`config.mk`:
```
export PLATFORM = sky130hd
export DESIGN_NAME = tmac_seq
export DESIGN_NICKNAME = d
export VERILOG_FILES = /design/src/rtl/tmac_pkg.sv /design/src/rtl/tmac_lane.sv /design/src/rtl/tmac_seq.sv
export SDC_FILE = /design/constraint.sdc
export NUM_CORES = 1
export LEC_CHECK = 0
export CAP_MARGIN = 5
export CORE_MARGIN = 2
export CORE_UTILIZATION = 42
export DETAILED_ROUTE_END_ITERATION = 8
export MAX_ROUTING_LAYER = met4
export PLACE_DENSITY_LB_ADDON = 0.25
export SYNTH_ARGS = -nofsm -noshare
export SYNTH_HDL_FRONTEND = slang
export SYNTH_HIERARCHICAL = 1
export SYNTH_SLANG_ARGS = --single-unit
```
`constraint.sdc`:
```
create_clock -name clk -period 4.8 [get_ports clk]
set_input_delay 0.96 -clock clk [delete_from_list [all_inputs] [get_ports clk]]
set_output_delay 0.96 -clock clk [all_outputs]
set_load 0.02 [all_outputs]
```
`src/rtl/tmac_pkg.sv`:
```
// tmac_pkg: shared types and helpers for the tmac_seq temporal MAC.
//   state_e : top-level FSM states
//   rev()   : reverses the low w bits of x (van der Corput index sequence)
//   S/L/RW  : derived constants for the default N=16, W=8 configuration
package tmac_pkg;

  localparam int N_DEF = 16;
  localparam int W_DEF = 8;
  localparam int S     = $clog2(N_DEF);
  localparam int L     = N_DEF << W_DEF;
  localparam int RW    = W_DEF + S + 1;

  typedef enum logic {IDLE = 1'b0, RUN = 1'b1} state_e;

  // Shifting x[0] in first leaves it at bit w-1, x[w-1] at bit 0.
  function automatic logic [31:0] rev(input logic [31:0] x, input int w);
    logic [31:0] r;
    r = '0;
    for (int i = 0; i < 32; i++)
      if (i < w) r = {r[30:0], x[i]};
    return r;
  endfunction

endpackage

```
`src/rtl/tmac_lane.sv`:
```
// tmac_lane: one unipolar product lane.
//   clk, rst_n : clock, async active-low reset
//   ld_i       : capture a_i/b_i into the operand registers
//   a_i, b_i   : rate-coded / temporal-coded operands
//   j_i        : stream index
//   bit_o      : lane stream bit at index j_i (combinational from registers)
module tmac_lane
  import tmac_pkg::*;
#(
  parameter int W = 8
) (
  input  logic         clk,
  input  logic         rst_n,
  input  logic         ld_i,
  input  logic [W-1:0] a_i,
  input  logic [W-1:0] b_i,
  input  logic [W-1:0] j_i,
  output logic         bit_o
);

  logic [W-1:0] a_q, b_q;
  logic [W-1:0] rj;

  always_ff @(posedge clk or negedge rst_n) begin
    if (!rst_n) begin
      a_q <= '0;
      b_q <= '0;
    end else if (ld_i) begin
      a_q <= a_i;
      b_q <= b_i;
    end
  end

  // Rate code compares A against a low-discrepancy sequence; the temporal
  // code gates the first B indices.
  assign rj    = W'(rev(32'(j_i), W));
  assign bit_o = (a_q > rj) && (j_i < b_q);

endmodule

```
`src/rtl/tmac_seq.sv`:
```
// tmac_seq: deterministic N-lane scaled unipolar temporal MAC.
//   clk, rst_n : clock, async active-low reset
//   start      : run request, sampled in IDLE only
//   en         : advance enable; low stalls a run
//   iA, iB     : per-lane operands, captured when start is accepted
//   oC, oValid : registered output stream bit and its qualifier
//   busy       : high while running
//   done       : one-cycle pulse at run completion
//   result     : ones count of the last completed run
module tmac_seq
  import tmac_pkg::*;
#(
  parameter int N = 16,
  parameter int W = 8
) (
  input  logic                  clk,
  input  logic                  rst_n,
  input  logic                  start,
  input  logic                  en,
  input  logic [W-1:0]          iA [N-1:0],
  input  logic [W-1:0]          iB [N-1:0],
  output logic                  oC,
  output logic                  oValid,
  output logic                  busy,
  output logic                  done,
  output logic [W+$clog2(N):0]  result
);

  localparam int SEL_W = $clog2(N);
  localparam int KW    = SEL_W + W;
  localparam int RES_W = W + SEL_W + 1;

  state_e             state_q;
  logic [KW-1:0]      k_q;
  logic [RES_W-1:0]   acc_q, acc_d, result_q;
  logic               oC_q, oValid_q, done_q;
  logic [N-1:0]       lane_bit;
  logic               ld, cur, last;

  assign ld    = (state_q == IDLE) && start;
  // Low bits of k pick the lane, high bits index the stream.
  assign cur   = lane_bit[k_q[SEL_W-1:0]];
  assign acc_d = acc_q + RES_W'(cur);
  assign last  = &k_q;

  for (genvar g = 0; g < N; g++) begin : g_lane
    tmac_lane #(.W(W)) u_lane (
      .clk   (clk),
      .rst_n (rst_n),
      .ld_i  (ld),
      .a_i   (iA[g]),
      .b_i   (iB[g]),
      .j_i   (k_q[KW-1:SEL_W]),
      .bit_o (lane_bit[g])
    );
  end

  always_ff @(posedge clk or negedge rst_n) begin
    if (!rst_n) begin
      state_q  <= IDLE;
      k_q      <= '0;
      acc_q    <= '0;
      result_q <= '0;
      oC_q     <= 1'b0;
      oValid_q <= 1'b0;
      done_q   <= 1'b0;
    end else begin
      done_q <= 1'b0;
      case (state_q)
        IDLE: begin
          oValid_q <= 1'b0;
          if (start) begin
            k_q     <= '0;
            acc_q   <= '0;
            state_q <= RUN;
          end
        end
        RUN: begin
          if (en) begin
            oC_q     <= cur;
            oValid_q <= 1'b1;
            acc_q    <= acc_d;
            k_q      <= k_q + KW'(1);
            if (last) begin
              // Final bit is folded into result on the same edge.
              result_q <= acc_d;
              done_q   <= 1'b1;
              state_q  <= IDLE;
            end
          end else begin
            oValid_q <= 1'b0;
          end
        end
        default: state_q <= IDLE;
      endcase
    end
  end

  assign oC     = oC_q;
  assign oValid = oValid_q;
  assign busy   = (state_q == RUN);
  assign done   = done_q;
  assign result = result_q;

endmodule

```
==> results of run 1 <==
## area by class of cell
class                   instances  share of cell area (%)
repair buffers                299                    13.5
multi-input cells            1094                    40.3
clock buffers                  52                    4.79
flip-flops and latches        298                    33.3
well taps                     539                    3.01
inverters                     259                    4.37
diodes                          1                  0.0112
clock inverters                 9                   0.681
## worst max-delay path, cell delays in order, from the launching register on
cell and delay (ns):
dfrtp_2 0.59, buf_12 0.26, inv_1 0.07, ha_1 0.32, nand4_1 0.12, nor2_1 0.06
a211oi_1 0.26, o311a_1 0.25, mux2i_1 0.12, mux4_2 0.52, a21oi_1 0.24, ha_1 0.24
ha_1 0.25, and3_1 0.34, and4_1 0.28, o21ai_0 0.10, a22o_1 0.23
## path summary, 6_finish.rpt
kind	start	to	slack [ns]	cells after the start
max reg2reg	k_q[5]$_DFFE_PN0P_	acc_q[8]$_DFFE_PN0P_	0.41	16
min in group clk	g_lane[10].u_lane/a_q[1]$_DFFE_PN0P_	g_lane[10].u_lane/a_q[1]$_DFFE_PN0P_	0.51	1
max	k_q[5]$_DFFE_PN0P_	acc_q[8]$_DFFE_PN0P_	0.41	16
min reg2reg	g_lane[10].u_lane/a_q[1]$_DFFE_PN0P_	g_lane[10].u_lane/a_q[1]$_DFFE_PN0P_	0.51	1
max in group asynchronous	rst_n	g_lane[13].u_lane/b_q[3]$_DFFE_PN0P_	3.18	2
min	rst_n	g_lane[15].u_lane/b_q[0]$_DFFE_PN0P_	0.47	1
## logic make-up after synthesis
| kind of cell | after synthesis |
|---|---|
| compound gates | 362 |
| xor+xnor | 10 |
| fa+ha+maj | 243 |
| buf+inv | 321 |
| flops | 298 |
| mux | 147 |
| simple gates | 332 |
## sequential cells by signal, summed over array words and instances, names as in the netlist
register	count
result	13
oC	1
busy	1
acc_q	13
done	1
oValid	1
g_lane.u_lane/b_q	128
g_lane.u_lane/a_q	128
k_q	12
## cell usage in the layout, fill, tap and decap left out, types with 5 or more instances in the layout
master | synthesis | layout
a211oi_1 | 17 | 17
clkbuf_8 | 0 | 9
mux2_2 | 133 | 133
clkdlybuf4s50_1 | 0 | 275
o21ai_0 | 162 | 162
nand2_1 | 159 | 159
clkbuf_1 | 18 | 6
nor2b_1 | 17 | 17
a22o_1 | 5 | 5
nand4_1 | 52 | 52
buf_4 | 1 | 16
dfrtp_1 | 298 | 290
inv_1 | 258 | 257
nand2b_4 | 16 | 16
mux2i_1 | 9 | 9
a211o_1 | 16 | 16
ha_1 | 243 | 243
o311a_1 | 17 | 17
and4_1 | 5 | 5
a2111oi_4 | 16 | 16
o211ai_1 | 17 | 17
buf_12 | 0 | 7
nand3_1 | 40 | 40
dfrtp_2 | 0 | 8
nor2_1 | 26 | 26
a21oi_1 | 80 | 80
clkbuf_16 | 0 | 37
xnor2_1 | 9 | 9
a21boi_0 | 16 | 16
o31ai_1 | 7 | 7
## layer usage
| layer | share of wire (%) | wire, um | track usage [%] | vias to the layer above |
|---|---|---|---|---|
| met2 | 46 | 22000 | 35.8 | 332 |
| met5 | 0 | 0 | - | - |
| met4 | 2.6 | 1230 | 7.36 | 0 |
| met3 | 5.0 | 2370 | 3.44 | 87 |
| li1 | - | - | - | 6518 |
| met1 | 46 | 21700 | 30.2 | 6440 |
## report_power, final
group	switching, mW	leakage (nW)	internal, mW	total, mW
registers	0.204	3.65	2.82	3.02
clock network	1.07	0.593	1.76	2.82
logic	0.866	5.62	0.991	1.86
==> impl_metrics.toml, run 1 <==
[outcome]
status = "completed"

[global_routing]
grt_max_degree = 112
grt_use_total_pct = 22.7
antenna_found_initial = 1
grt_overflow = 0
grt_pass1_vias = 14000
grt_pass1_wl_mm = 75.9

[place]
dp.cells = 2489
dp_hpwl_mm = 34.2
gp_congestion = 0.885
port_buffers = 276
placed_area_um2 = 21200
place_ws_ns = 0.438

[die]
die_width_um = 210
design.core.area_um2 = 41900
initial_core_util_pct = 42.4
die_area_um2 = 44000
top_level_ports = 277
die_h_um = 210
num_rows = 75

[synthesis]
synthMuxAreaShare_pct = 9.49
synth_compound_area_share_pct = 14.1
synth_area_leaders = "dfrtp_1 42%, ha_1 17%, mux2_2 8.4%, inv_1 5.5%, o21ai_0 4.6%"
yosys-top-cells-count = "298 x dfrtp_1, 258 x inv_1, 243 x ha_1"
yosys.area_share.simple_pct = 9.61
synth.most_common_cell = "dfrtp_1"
seq_area_frac_synth_pct = 42.0
syn_avg_cell_area_um2 = 10.4
ys.flop_type = "dfrtp_1"
synth_top_area_share_pct = 42.0
syn_area_um2 = 17800
synth_edf_count = 0
synthXorXnorAreaFrac_pct = 0.493
yosys_warnings = 6
yosysTopAreaCell = "dfrtp_1"
synth_nets = 2216
ys_ff_latch = 298
syn_inst = 1713
ys_async_sr_fraction_pct = 100
synth_top_family_by_area = "adder cells"
synth_fa_ha_area_share_pct = 17.1
synth_cell_types = 45

[detailed_routing]
routedWlPerCell_um = 18.5
viasPerCell = 5.24
drcViolationCount = 0
num_vias = 13400
drt_iter0_markers = 794
routed_wl_mm = 47.3
drt-pass1-iter-count = 4
ant_nets = 0

[critical_path]
critPathCaptureType = "flip-flop"
start_kind = "flip-flop"
cp_data_required_time_ns = 5.22
crit_fanout = 24
cp.arrival_ns = 4.82
worstSetupPathType = "reg2reg"

[sta]
setup_viol = 0
hold_viol = 0
rsz0062_at_grt = "false"
layout_setup_ws_ns = 0.409
worstMarginPinSlew_ns = 0.943
drv_slew = 0
timing.hold.ws_ns = 0.472
finalCritPeriodShare_pct = 91.5
relSlewSlack_pct = 36.9
skew_ns = 0.0102
tns_ns = 0
fin_crit_ns = 4.39
clock.fmax_ghz = 0.228

[clock_tree]
cts_tree = "yes"
post_cts_buffers = 0
cts_htree_levels = 2
clock_sinks = 298
post_cts_resized = 0
root_buffer = "clkbuf_16"
clock_latency_ns = 0.54
clk_path_buf_depth = 3
cts.clk_slew.worst_paths_ns = 0.06
hold_buffers = 0
cts_buffers = 35

[job]
maxCapViolCount = 0

[finish]
final_util_pct = 53.5
drive_gt1_share_pct = 13.1
fillers = 3688
seqCellArea_um2 = 7470
area_growth_pct = 26.1
stdcell_area_um2 = 22400
fin_cells = 2551
fin_nets = 2490
multi_input_area_um2 = 9020

[power_and_ir_drop]
power_leakage_nw = 9.86
powerDensity_nw_per_um2 = 344
finalPower_mw = 7.70
vdd_ir_drop_max_mv = 0.176

[min_path]
hp-class = "in2async"
No activity file was read; power rests on OpenSTA's default activity.
==> inputs of run 2 (changes only) <==
--- a/config.mk
+++ b/config.mk
@@ -11,6 +11,7 @@
 export DETAILED_ROUTE_END_ITERATION = 8
 export MAX_ROUTING_LAYER = met4
 export PLACE_DENSITY_LB_ADDON = 0.25
+export REMOVE_ABC_BUFFERS = 1
 export SYNTH_ARGS = -nofsm -noshare
 export SYNTH_HDL_FRONTEND = slang
 export SYNTH_HIERARCHICAL = 1
==> run 2 against run 1 <==
  * Clock skew grew 0.0076 ns
  * Fmax shrank 1.2%
  * Register-to-register slack lost 0.05 ns
  * Non-clock buffer count grew 10
  * Critical endpoint unchanged
  * Highest routed layer unchanged
==> impl_metrics.toml, run 2 (synthesized netlist as in run 1, its figures left out) <==
[outcome]
status = "completed"

[die]
die_width_um = 210
die_h_um = 210
die_area_um2 = 44000
top_level_ports = 277
initial_core_util_pct = 42.4
design.core.area_um2 = 41900
num_rows = 75

[critical_path]
start_kind = "flip-flop"
cpMostUsedCell = "ha_1"
cp_cell_sequence = "buf_4 > inv_1 > ha_1 > nand4_1 > nor2_1 > a211oi_1 > o311a_1 > mux2i_1 > mux4_2 > a21oi_1 > ha_1 > ha_1 > and3_1 > and4_1 > o21ai_0 > a22o_1"
crit_family = "compound AO/OA/AOI/OAI gates"
crit_slowest_cell = "mux4_2"
cp_slowest_stage_delay_ns = 0.59
worstSetupPathType = "reg2reg"
cp_data_required_time_ns = 5.24
crit_fanout = 11
cp.arrival_ns = 4.88
critPathCaptureType = "flip-flop"
crit_buf_inv = 2

[finish]
area_growth_pct = 27.0
fin_nets = 2501
fin_cells = 2563
final_util_pct = 53.9
largest_registers = "g_lane.u_lane/a_q x128, g_lane.u_lane/b_q x128"
layout_common_cells = "290 x dfrtp_1, 275 x clkdlybuf4s50_1, 257 x inv_1"
final_common_cell = "dfrtp_1"
stdcell_area_um2 = 22600
fillers = 3689
drive_gt1_share_pct = 13.6

[power_and_ir_drop]
seq_power_share_pct = 38.7
finalPower_mw = 7.82
p_sw_share_pct = 27.5
power_leakage_nw = 9.96
clock_power_share_pct = 37.5
intPower_mw = 5.67
powerDensity_nw_per_um2 = 347
pwr-share-comb_pct = 23.8
p_sw_mw = 2.15
vdd_ir_drop_max_mv = 0.180

[sta]
relSlewSlack_pct = 51.6
hold_viol = 0
rsz0062_at_grt = "false"
finalCritPeriodShare_pct = 92.5
skew_ns = 0.0178
setup_viol = 0
timing.hold.ws_ns = 0.393
drv_slew = 0
worstMarginPinSlew_ns = 0.726
clock.fmax_ghz = 0.225
fin_crit_ns = 4.44
tns_ns = 0
layout_setup_ws_ns = 0.358

[clock_tree]
post_cts_buffers = 0
clock_sinks = 298
cts_htree_levels = 2
cts_tree = "yes"
cts.clk_slew.worst_paths_ns = 0.06
root_buffer = "clkbuf_16"
clock_latency_ns = 0.54
clk_path_buf_depth = 3
cts_buffers = 36

[min_path]
hp-class = "in2async"

[place]
dp.cells = 2499
placed_area_um2 = 21300
dp_hpwl_mm = 34.6
gp_congestion = 0.857
place_ws_ns = 0.320
port_buffers = 276

[detailed_routing]
drt-pass1-iter-count = 5
ant_nets = 0
routedWlPerCell_um = 18.4
num_vias = 13400
routed_wl_mm = 47.2
drcViolationCount = 0
drt_iter0_markers = 819
viasPerCell = 5.23

[global_routing]
grt_pass1_vias = 14000
grt_overflow = 0
grt_max_degree = 86
grt_use_total_pct = 22.6
antenna_found_initial = 2
grt_pass1_wl_mm = 75.6

[job]
maxCapViolCount = 0
[run 2: cell types whose count changed in the layout (fill, tap and decap cells not counted), sizes merged]
cell	previous run	this run
clkinvlp	3	1
clkbuf	52	49
buf	24	34
diode	1	2
bufinv	4	6
clkinv	2	6
[run 2: area by class of cell]
class,count,area (um2),area share (%)
multi-input combinational,1094,9020,40.0
sequential,298,7470,33.1
timing repair buffer,309,3140,13.9
clock buffer,49,1050,4.66
inverter,259,980,4.34
tap,539,674,2.99
clock inverter,13,218,0.965
antenna,2,5.00,0.0222
[run 2: timing repair]
action | CTS | global route
hold buffers | 0 | 0
resized for setup | 0 | 2
setup endpoints to repair | 0 | 1
[run 2: per-layer routing]
layer | vias up | global-route usage [%] | wire (um)
met1 | 6497 | 30.2 | 22000
li1 | 6532 | - | -
met5 | - | - | 0
met4 | 0 | 7.14 | 1380
met2 | 305 | 35.0 | 21500
met3 | 74 | 4.20 | 2350
[run 2: path summary, 6_finish.rpt]
path	slack (ns)	from	depth (start not counted)	to
max in group asynchronous	3.18	rst_n	2	g_lane[1].u_lane/b_q[5]$_DFFE_PN0P_
worst max-delay path	0.36	k_q[5]$_DFFE_PN0P_	16	acc_q[8]$_DFFE_PN0P_
worst max register to register	0.36	k_q[5]$_DFFE_PN0P_	16	acc_q[8]$_DFFE_PN0P_
worst min-delay path	0.39	rst_n	1	g_lane[3].u_lane/b_q[4]$_DFFE_PN0P_
min in group clk	0.51	g_lane[10].u_lane/a_q[3]$_DFFE_PN0P_	1	g_lane[10].u_lane/a_q[3]$_DFFE_PN0P_
worst min register to register	0.51	g_lane[10].u_lane/a_q[3]$_DFFE_PN0P_	1	g_lane[10].u_lane/a_q[3]$_DFFE_PN0P_
[run 2: worst reg2reg max path, delay by kind of cell, from the launching register on]
| family | cells | cell delay [ns] |
|---|---|---|
| buf+inv | 2 | 0.34 |
| simple gates | 4 | 0.83 |
| mux | 2 | 0.74 |
| compound gates | 5 | 1.06 |
| flops | 1 | 0.55 |
| fa+ha+maj | 3 | 0.83 |
[run 2: power groups by stage]
stage / logic, mW / registers [mW] / clock network, mW
2_1_floorplan: 1.18 / 3.02 / 0
3_3_place_gp: 1.80 / 3.07 / 0
3_5_place_dp: 1.87 / 3.08 / 0
4_1_cts: 1.88 / 3.03 / 3.01
5_1_grt: 2.09 / 3.06 / 3.11
6_report: 1.86 / 3.03 / 2.93
==> inputs of run 3 (changes only) <==
--- a/config.mk
+++ b/config.mk
@@ -8,6 +8,7 @@
 export CAP_MARGIN = 5
 export CORE_MARGIN = 2
 export CORE_UTILIZATION = 42
+export CTS_CLUSTER_DIAMETER = 50
 export DETAILED_ROUTE_END_ITERATION = 8
 export MAX_ROUTING_LAYER = met4
 export PLACE_DENSITY_LB_ADDON = 0.25
==> run 3 against run 2 <==
  * Global-route usage is 0.078 points higher
  * Clock power is 17% higher
  * Final cell count is 0.47% higher
  * Largest cell class unchanged
  * Sequential share of layout area is 0.41 points lower
  * Core utilization is 0.68 points higher
==> impl_metrics.toml, run 3 (synthesized netlist as in run 1, its figures left out) <==
[detailed_routing]
viasPerCell = 5.22
num_vias = 13400
drt-pass1-iter-count = 5
routedWlPerCell_um = 18.4
ant_nets = 0
drt_iter0_markers = 786
drcViolationCount = 0
routed_wl_mm = 47.3

[sta]
hold_viol = 0
finalCritPeriodShare_pct = 92.0
drv_slew = 0
skew_ns = 0.0167
clock.fmax_ghz = 0.226
rsz0062_at_grt = "false"
relSlewSlack_pct = 52.1
setup_viol = 0
worstMarginPinSlew_ns = 0.718
fin_crit_ns = 4.42

[die]
die_width_um = 210
die_h_um = 210
num_rows = 75
design.core.area_um2 = 41900
initial_core_util_pct = 42.4
die_area_um2 = 44000
top_level_ports = 277

[critical_path]
cp_cell_sequence = "buf_4 > inv_1 > ha_1 > nand4_1 > nor2_1 > a211oi_1 > o311a_1 > mux2i_1 > mux4_2 > a21oi_1 > ha_1 > ha_1 > and3_1 > and4_1 > o21ai_0 > a22o_1"
cp_slowest_stage_delay_ns = 0.58
crit_fanout = 11
cpMostUsedCell = "ha_1"
critPathCaptureType = "flip-flop"
worstSetupPathType = "reg2reg"
cp_data_required_time_ns = 5.25
start_kind = "flip-flop"
cp.arrival_ns = 4.87
crit_slowest_cell = "mux4_2"

[clock_tree]
post_cts_buffers = 0
cts_htree_levels = 2
cts.clk_slew.worst_paths_ns = 0.06
clock_sinks = 298
post_cts_resized = 0
clk_path_buf_depth = 3
hold_buffers = 0
clock_latency_ns = 0.56
cts_buffers = 41
root_buffer = "clkbuf_16"
cts_tree = "yes"

[power_and_ir_drop]
vdd_ir_drop_max_mv = 0.229
power_leakage_nw = 10.1
powerDensity_nw_per_um2 = 365

[global_routing]
antenna_found_initial = 2
grt_pass1_vias = 14000
grt_use_total_pct = 22.7
grt_pass1_wl_mm = 75.8
grt_max_degree = 86
grt_overflow = 0

[job]
maxCapViolCount = 0

[place]
dp_hpwl_mm = 34.6
gp_congestion = 0.857
placed_area_um2 = 21300
port_buffers = 276

[min_path]
hp-class = "in2async"

[finish]
stdcell_area_um2 = 22800
seqCellArea_um2 = 7470
fin_nets = 2506
area_growth_pct = 28.6
multi_input_area_um2 = 9020
fillers = 3657
drive_gt1_share_pct = 14.2
final_util_pct = 54.6
final_common_cell = "dfrtp_1"
layout_common_cells = "290 x dfrtp_1, 275 x clkdlybuf4s50_1, 257 x inv_1"
largest_registers = "g_lane.u_lane/a_q x128, g_lane.u_lane/b_q x128"

[outcome]
status = "completed"
[run 3: cell types whose count changed in the layout (fill, tap and decap cells not counted)]
cell	delta
clkinv_4	+2
clkbuf_16	+6
clkinv_2	-2
bufinv_16	+4
inv_6	+5
clkbuf_8	-3
clkinvlp_4	+1
clkbuf_1	-1
[run 3: per-layer routing]
layer	vias to the layer above	routed length (um)	share of wire (%)	GRT usage [%]
met5	-	0	0	-
met4	0	1310	2.8	7.17
met3	77	2580	5.5	4.41
met2	308	21600	46	35.1
met1	6487	21900	46	30.1
li1	6561	-	-	-
[run 3: through the flow]
stage	cells	power [mW]	worst slack [ns]	TNS, ns	hold WS, ns
5_1_grt	2575	8.78	0.0505	0	0.430
2_1_floorplan	1651	4.19	-3.73	-726.51	0.473
4_1_cts	2573	8.44	0.291	0	0.395
3_3_place_gp	2499	4.86	0.395	0	0.490
6_report	2575	8.33	0.385	0	0.379
3_5_place_dp	2499	4.94	0.320	0	0.491
[run 3: layout make-up]
type	instances	share of cell area (%)
Timing Repair Buffer	309	13.8
Inverter	259	4.29
Multi-Input combinational cell	1094	39.5
Clock buffer	51	5.06
Tap cell	539	2.95
Antenna cell	2	0.0219
Sequential cell	298	32.7
Clock inverter	23	1.74
[run 3: final timing paths]
| check | from | slack, ns | end | cells after the start |
|---|---|---|---|---|
| hold reg to reg | acc_q[0]$_DFFE_PN0P_ | 0.51 | acc_q[0]$_DFFE_PN0P_ | 1 |
| hold / removal | rst_n | 0.38 | g_lane[3].u_lane/b_q[4]$_DFFE_PN0P_ | 1 |
| setup reg to reg | k_q[5]$_DFFE_PN0P_ | 0.38 | acc_q[8]$_DFFE_PN0P_ | 16 |
| max in group asynchronous | rst_n | 3.21 | g_lane[1].u_lane/b_q[5]$_DFFE_PN0P_ | 2 |
| min in group clk | acc_q[0]$_DFFE_PN0P_ | 0.51 | acc_q[0]$_DFFE_PN0P_ | 1 |
| setup / recovery | k_q[5]$_DFFE_PN0P_ | 0.38 | acc_q[8]$_DFFE_PN0P_ | 16 |
[run 3: where the power goes]
group	switching, mW	total (mW)	internal (mW)
Sequential	0.211	3.03	2.82
Combinational	0.860	1.86	1.00
Clock	1.19	3.44	2.26
[run 3: critical path: cells and delay by family, from the launching register on]
| kind | cells | cell delay, ns |
|---|---|---|
| multiplexers | 2 | 0.71 |
| AO/OA/AOI/OAI | 5 | 1.05 |
| flip-flops | 1 | 0.54 |
| buffers and inverters | 2 | 0.32 |
| AND/OR/NAND/NOR | 4 | 0.83 |
| adder cells (fa/ha/maj) | 3 | 0.83 |
